[src/rtl/led_pattern_shifter.sv]
// LED pattern generator: prescaled step tick drives rotate / bounce / Johnson / hold on a WIDTH-bit register.
// Optional bounce mode is built only when LED_SHIFTER_BOUNCE_EN is defined; otherwise mode 01 rotates.
module led_pattern_shifter #(
  parameter int              WIDTH    = 8,
  parameter int              CLK_FREQ = 25_000_000,
  parameter int              STEP_HZ  = 4,
  parameter logic [WIDTH-1:0] INIT    = WIDTH'('h1F)
) (
  input  logic             clk,
  input  logic             rst_n,
  input  logic             en,
  input  logic             dir,
  input  logic [1:0]       mode,
  input  logic             load,
  input  logic [WIDTH-1:0] load_val,
  output logic [WIDTH-1:0] leds,
  output logic             step
);

  localparam int CYCLES_RAW = CLK_FREQ / STEP_HZ;
  localparam int CYCLES     = (CYCLES_RAW < 1) ? 1 : CYCLES_RAW;
  localparam int CNT_W      = (CYCLES > 1) ? $clog2(CYCLES) : 1;
  localparam logic [CNT_W-1:0] CNT_MAX = CNT_W'(CYCLES - 1);

  localparam logic [1:0] MODE_ROTATE  = 2'b00;
  localparam logic [1:0] MODE_BOUNCE  = 2'b01;
  localparam logic [1:0] MODE_JOHNSON = 2'b10;

  logic [CNT_W-1:0] cnt;
  logic             tick;
  logic [WIDTH-1:0] leds_nxt;
  logic             step_nxt;
  logic [WIDTH-1:0] rot_l, rot_r, jon_l, jon_r;

  assign tick = en && (cnt == CNT_MAX);

  // Prescaler: load restarts the step period so the next update is a full period away.
  always_ff @(posedge clk or negedge rst_n) begin
    if (!rst_n) begin
      cnt <= '0;
    end else if (load) begin
      cnt <= '0;
    end else if (en) begin
      if (cnt == CNT_MAX) cnt <= '0;
      else                cnt <= cnt + CNT_W'(1);
    end
  end

  assign rot_l = {leds[WIDTH-2:0], leds[WIDTH-1]};
  assign rot_r = {leds[0], leds[WIDTH-1:1]};
  assign jon_l = {leds[WIDTH-2:0], ~leds[WIDTH-1]};
  assign jon_r = {~leds[0], leds[WIDTH-1:1]};

`ifdef LED_SHIFTER_BOUNCE_EN
  localparam int POS_W = (WIDTH > 2) ? $clog2(WIDTH - 1) : 1;
  localparam logic [POS_W-1:0] POS_LAST = POS_W'(WIDTH - 2);

  logic [POS_W-1:0] pos;
  logic             bdir;

  // Outside bounce the sweep state tracks dir, so entering bounce starts a fresh sweep.
  always_ff @(posedge clk or negedge rst_n) begin
    if (!rst_n) begin
      pos  <= '0;
      bdir <= 1'b0;
    end else if (load || (mode != MODE_BOUNCE)) begin
      pos  <= '0;
      bdir <= dir;
    end else if (tick) begin
      if (pos == POS_LAST) begin
        pos  <= '0;
        bdir <= ~bdir;
      end else begin
        pos <= pos + POS_W'(1);
      end
    end
  end
`endif

  always_comb begin
    leds_nxt = leds;
    step_nxt = 1'b0;
    if (load) begin
      leds_nxt = load_val;
    end else if (tick) begin
      case (mode)
        MODE_ROTATE: begin
          leds_nxt = dir ? rot_r : rot_l;
          step_nxt = 1'b1;
        end
        MODE_BOUNCE: begin
`ifdef LED_SHIFTER_BOUNCE_EN
          leds_nxt = bdir ? rot_r : rot_l;
`else
          leds_nxt = dir ? rot_r : rot_l;
`endif
          step_nxt = 1'b1;
        end
        MODE_JOHNSON: begin
          leds_nxt = dir ? jon_r : jon_l;
          step_nxt = 1'b1;
        end
        default: begin
          leds_nxt = leds;
          step_nxt = 1'b0;
        end
      endcase
    end
  end

  always_ff @(posedge clk or negedge rst_n) begin
    if (!rst_n) begin
      leds <= INIT;
      step <= 1'b0;
    end else begin
      leds <= leds_nxt;
      step <= step_nxt;
    end
  end

endmodule
[config.mk]
export PLATFORM = sky130hd
export DESIGN_NAME = led_pattern_shifter
export DESIGN_NICKNAME = d
export VERILOG_FILES = /design/src/rtl/led_pattern_shifter.sv
export SDC_FILE = /design/constraint.sdc
export NUM_CORES = 1
export LEC_CHECK = 0
export CORE_ASPECT_RATIO = 0.8
export CORE_UTILIZATION = 52
export CTS_BUF_LIST = sky130_fd_sc_hd__clkbuf_4 sky130_fd_sc_hd__clkbuf_8
export CTS_CLUSTER_DIAMETER = 30
export DETAILED_ROUTE_END_ITERATION = 10
export HOLD_SLACK_MARGIN = 0.08
export PLACE_DENSITY = 0.78
export SYNTH_ARGS = -nofsm -noshare
export SYNTH_HDL_FRONTEND = slang
export SYNTH_SLANG_ARGS = --single-unit
[constraint.sdc]
create_clock -name clk -period 1.9 [get_ports clk]
set_input_delay 0.57 -clock clk [delete_from_list [all_inputs] [get_ports clk]]
set_output_delay 0.57 -clock clk [all_outputs]
set_load 0.005 [all_outputs]
==> run summary <==
The most critical setup path has its endpoint at leds[4]. After floorplanning, the core was divided into 19 placement rows. The clock tree skew after final layout is 0.00904 ns, and the share of the clock period used by the worst path is 99.0%.

The standard cell with the maximum stage delay on the critical path was sky130_fd_sc_hd__dfstp_2. Measured against the total synthesized area, the mux share comes to 4.06%. The run gives 48 as the distinct cell type count of the synthesized netlist. TritonCTS created 5 clock buffers. In this run the critical register-to-register path is captured at leds[1]$_DFFE_PN1P_. Counting tap cells, the placed design contains a total of 292 instances. In the final design database the tool counted 277 nets.

The count of input and output buffers was 23. In this run the worst setup path begins at leds[4]$_DFFE_PN1P_. Measured along the x axis, the die boundary spans 70.8 um.

The synthesis-to-finish area growth is 33.0%, and the pre-CTS worst setup slack is -0.489 ns. In this run the critical register-to-register path is launched from cnt[8]$_DFFE_PN0P_. The adder-cell share of the synthesized area was 0.635%; the initial core utilization was 56.0%. The pin count of the biggest net entering global routing came out at 33. The tool flagged a number of max-cap violations equal to 0.

The average routed wire per standard cell is 17.5 um, and the post-synthesis sequential element count is 32. The total count of max-transition violations in the final report is 0. The critical path start-end classification was flop to output pin. For the first-pass GRT wire length, the log shows 8810 um. Number of sinks on the clock net: 32. The highest cell delay on the worst timing path was 0.53 ns; the largest driver fanout on the critical path was 2.

In the synthesized netlist the async set-or-reset flop fraction comes to 100%. Measured against its own limit, the worst slew margin works out to 72.5%. In the global route stage, overall resource usage came out at 28.4%. In this run the power density over the cells is 590 nW/um2.

Static timing analysis puts the maximum clock frequency at 532 MHz. The instance count on the critical path is 1. TritonCTS built the clock tree.

The worst register-to-register path has a setup slack of 0.05 ns. The initial antenna violation count is 0, and the number of flops mapped to enable cells by yosys is 0. Final setup TNS: 0 ns. Kind of cell adding the most delay to the critical path: flip-flops. Total global routing overflow: 0. Dividing the detail-routed via count by the number of cells gives 6.34. The count of hold buffers inserted by post-cts repair was 0. The synthesized netlist occupies a cell area of 1970 um2. The minimum clock period after layout works out to 1.88 ns. After clock tree synthesis, the clock-pin slew on the worst setup and hold paths is 0.07 ns.

The signal on the critical path passes through clkdlybuf4s50_1. The clock latency at the later pin of the worst-skew pair was 0.29 ns. 0 antenna diodes ended up in the layout. Setup violations remaining at the end of the flow were counted as 0. The die covers 4040 um2.

By area, the combinational part of the netlist is dominated by simple AND/OR/NAND/NOR gates. The count of buffer and inverter cells on the critical path came out at 1. Iteration-0 DRC count of the detailed router: 166. In this run the clock root is driven by a sky130_fd_sc_hd__clkbuf_8. The via count of the first global-routing pass is 1,902.

24 I/O pins were placed. In this run the vertical extent of the chip is 57.1 um. Across all hold checks on the routed design, the worst slack comes to 0.584 ns.

The depth of the worst register-to-register path is 5. The share of synthesized cell area in and, or, nand and nor gates is 26.7%. IR analysis of the VDD net gives a maximum drop of 0.454 mV. The core region is 3520 um2. At the worst endpoint, the arrival time is 1.31 ns. The run gives 0 as the count of final hold-check violations. Counting along the longest clock path gives a buffer depth of 2. Sequential elements use 41.0% of the synthesized area.

For this run, the share of the core covered by cells in the final layout is 74.5%. In the final layout, the share of cells above drive strength 1 is 23.7%. In the routed design, unresolved DRC markers number 0.

The xor/xnor share of the synthesized area was 4.00%. After layout, the worst setup slack is 0.0193 ns. Excluding fillers, the count of instances in the completed layout stands at 304. At the end of routability-driven placement, the weighted congestion stood at 0.896.

The primary flip-flop cell chosen by synthesis mapping is sky130_fd_sc_hd__dfrtp_1. For this block, the routed nets add up to 5330 um of wire. The transition time of the tightest slew-check pin was 0.412 ns.

Leaving out fill and tap cells, the most frequent cells in the layout are sky130_fd_sc_hd__buf_4 (34), sky130_fd_sc_hd__dfrtp_1 (27), sky130_fd_sc_hd__nand2_1 (18). In this run the remaining antenna-violating nets after routing total 0. The run finished with clean final reports. The HPWL after detailed placement is 3770 um. STA classifies the critical path startpoint as a flop.

CTS built an H-tree with a depth of 2. The run gives 1.33 ns as the endpoint required time on the critical path. STA classifies the critical path endpoint as an output pin. The path category of the worst min-delay check is flop to flop.

During synthesis, Yosys emitted a total of 0 warnings. For this design the static power due to leakage is 1.07 nW. The area fraction in compound gates after synthesis was 20.0%. Synthesis produced a netlist with a net count of 223. The mean instance size in the synthesized netlist is 9.52 um2, and the number of iterations in the first detailed-routing pass is 6.

The post-synthesis instance total was 207. Leaving out fill and tap cells, the most frequent cell in the layout is sky130_fd_sc_hd__buf_4. The tools report the via count of the routed design as 1,926.
[power breakdown]
group	leakage [nW]	switching (mW)	internal, mW
registers	0.423	0.0192	0.709
clock network	0.0549	0.263	0.345
logic	0.592	0.0962	0.116
total	1.07	0.378	1.17
[layout make-up]
type	count	area (um2)
Multi-Input combinational cell	159	1130
Fill cell	256	897
Sequential cell	32	807
Timing Repair Buffer	58	509
Clock buffer	8	104
Tap cell	42	52.6
Inverter	5	18.8
[worst min path at each step]
stage | start | endpoint | slack, ns | depth (start not counted)
after floorplan | rst_n | cnt[0]$_DFFE_PN0P_ | 0.27 | 0
after global placement | cnt[20]$_DFFE_PN0P_ | cnt[20]$_DFFE_PN0P_ | 0.54 | 2
after detailed placement | cnt[20]$_DFFE_PN0P_ | cnt[20]$_DFFE_PN0P_ | 0.55 | 2
after CTS | cnt[20]$_DFFE_PN0P_ | cnt[20]$_DFFE_PN0P_ | 0.57 | 2
after global routing | cnt[19]$_DFFE_PN0P_ | cnt[19]$_DFFE_PN0P_ | 0.61 | 2
final | cnt[20]$_DFFE_PN0P_ | cnt[20]$_DFFE_PN0P_ | 0.58 | 2
[repair_timing]
item,CTS,global route
endpoints found under the setup margin,28,11
buffers inserted,4,0
resized for setup,6,8
pin swaps,0,0
[state kept, by name (all words and copies together), names as in the netlist]
| signal | cells |
|---|---|
| step | 1 |
| leds | 8 |
| cnt | 23 |
[cells in the mapped netlist, types with 2 or more instances]
cell / n / area share, %
sky130_fd_sc_hd__o311ai_1: 6 / 2.7
sky130_fd_sc_hd__nand2b_1: 5 / 1.6
sky130_fd_sc_hd__nor2b_1: 2 / 0.63
sky130_fd_sc_hd__or3_1: 3 / 0.95
sky130_fd_sc_hd__a21oi_1: 14 / 3.6
sky130_fd_sc_hd__and4_1: 2 / 0.89
sky130_fd_sc_hd__dfrtp_1: 27 / 34
sky130_fd_sc_hd__nor2_1: 13 / 2.5
sky130_fd_sc_hd__nand4_1: 7 / 2.2
sky130_fd_sc_hd__nor4_1: 2 / 0.63
sky130_fd_sc_hd__and2_1: 4 / 1.3
sky130_fd_sc_hd__o41ai_1: 2 / 0.89
sky130_fd_sc_hd__nor4b_2: 2 / 1.5
sky130_fd_sc_hd__or4b_1: 2 / 1.0
sky130_fd_sc_hd__dfstp_2: 5 / 6.7
sky130_fd_sc_hd__o211ai_1: 7 / 2.7
sky130_fd_sc_hd__nand2_1: 18 / 3.4
sky130_fd_sc_hd__or2_1: 3 / 0.95
sky130_fd_sc_hd__o211a_1: 2 / 1.0
sky130_fd_sc_hd__nand3_1: 5 / 1.3
sky130_fd_sc_hd__or4_1: 8 / 3.0
sky130_fd_sc_hd__a31oi_1: 2 / 0.63
sky130_fd_sc_hd__nor3_1: 3 / 0.76
sky130_fd_sc_hd__a211o_1: 2 / 0.89
sky130_fd_sc_hd__buf_4: 2 / 0.76
sky130_fd_sc_hd__o21ai_0: 5 / 1.3
sky130_fd_sc_hd__mux2i_1: 8 / 4.1
sky130_fd_sc_hd__xor2_1: 5 / 2.2
sky130_fd_sc_hd__clkbuf_1: 4 / 0.76
sky130_fd_sc_hd__xnor2_1: 4 / 1.8
sky130_fd_sc_hd__buf_2: 4 / 1.0
sky130_fd_sc_hd__and3_1: 3 / 0.95
sky130_fd_sc_hd__o31ai_1: 8 / 3.0
sky130_fd_sc_hd__inv_1: 4 / 0.76
[per-layer routing]
| metal | up-vias | global-route usage, % | routed length, um |
|---|---|---|---|
| met5 | - | 0 | 0 |
| met4 | 0 | 9.71 | 81 |
| met3 | 10 | 5.12 | 311 |
| met2 | 59 | 48.9 | 2660 |
| met1 | 954 | 36.7 | 2270 |
| li1 | 903 | - | - |
[stage by stage]
step                      power [mW]  area, um2
after floorplan                0.823       1980
after detailed placement       0.940       2440
after global placement         0.930       2440
after global routing            1.60       2620
after CTS                       1.55       2580
final                           1.55       2620
[kinds of logic after synthesis]
kind of cell,after synthesis
fa+ha+maj,1
mux,8
buf+inv,16
simple gates,88
xor+xnor,9
flops,32
compound gates,53
(Power assumes the default switching activity.)
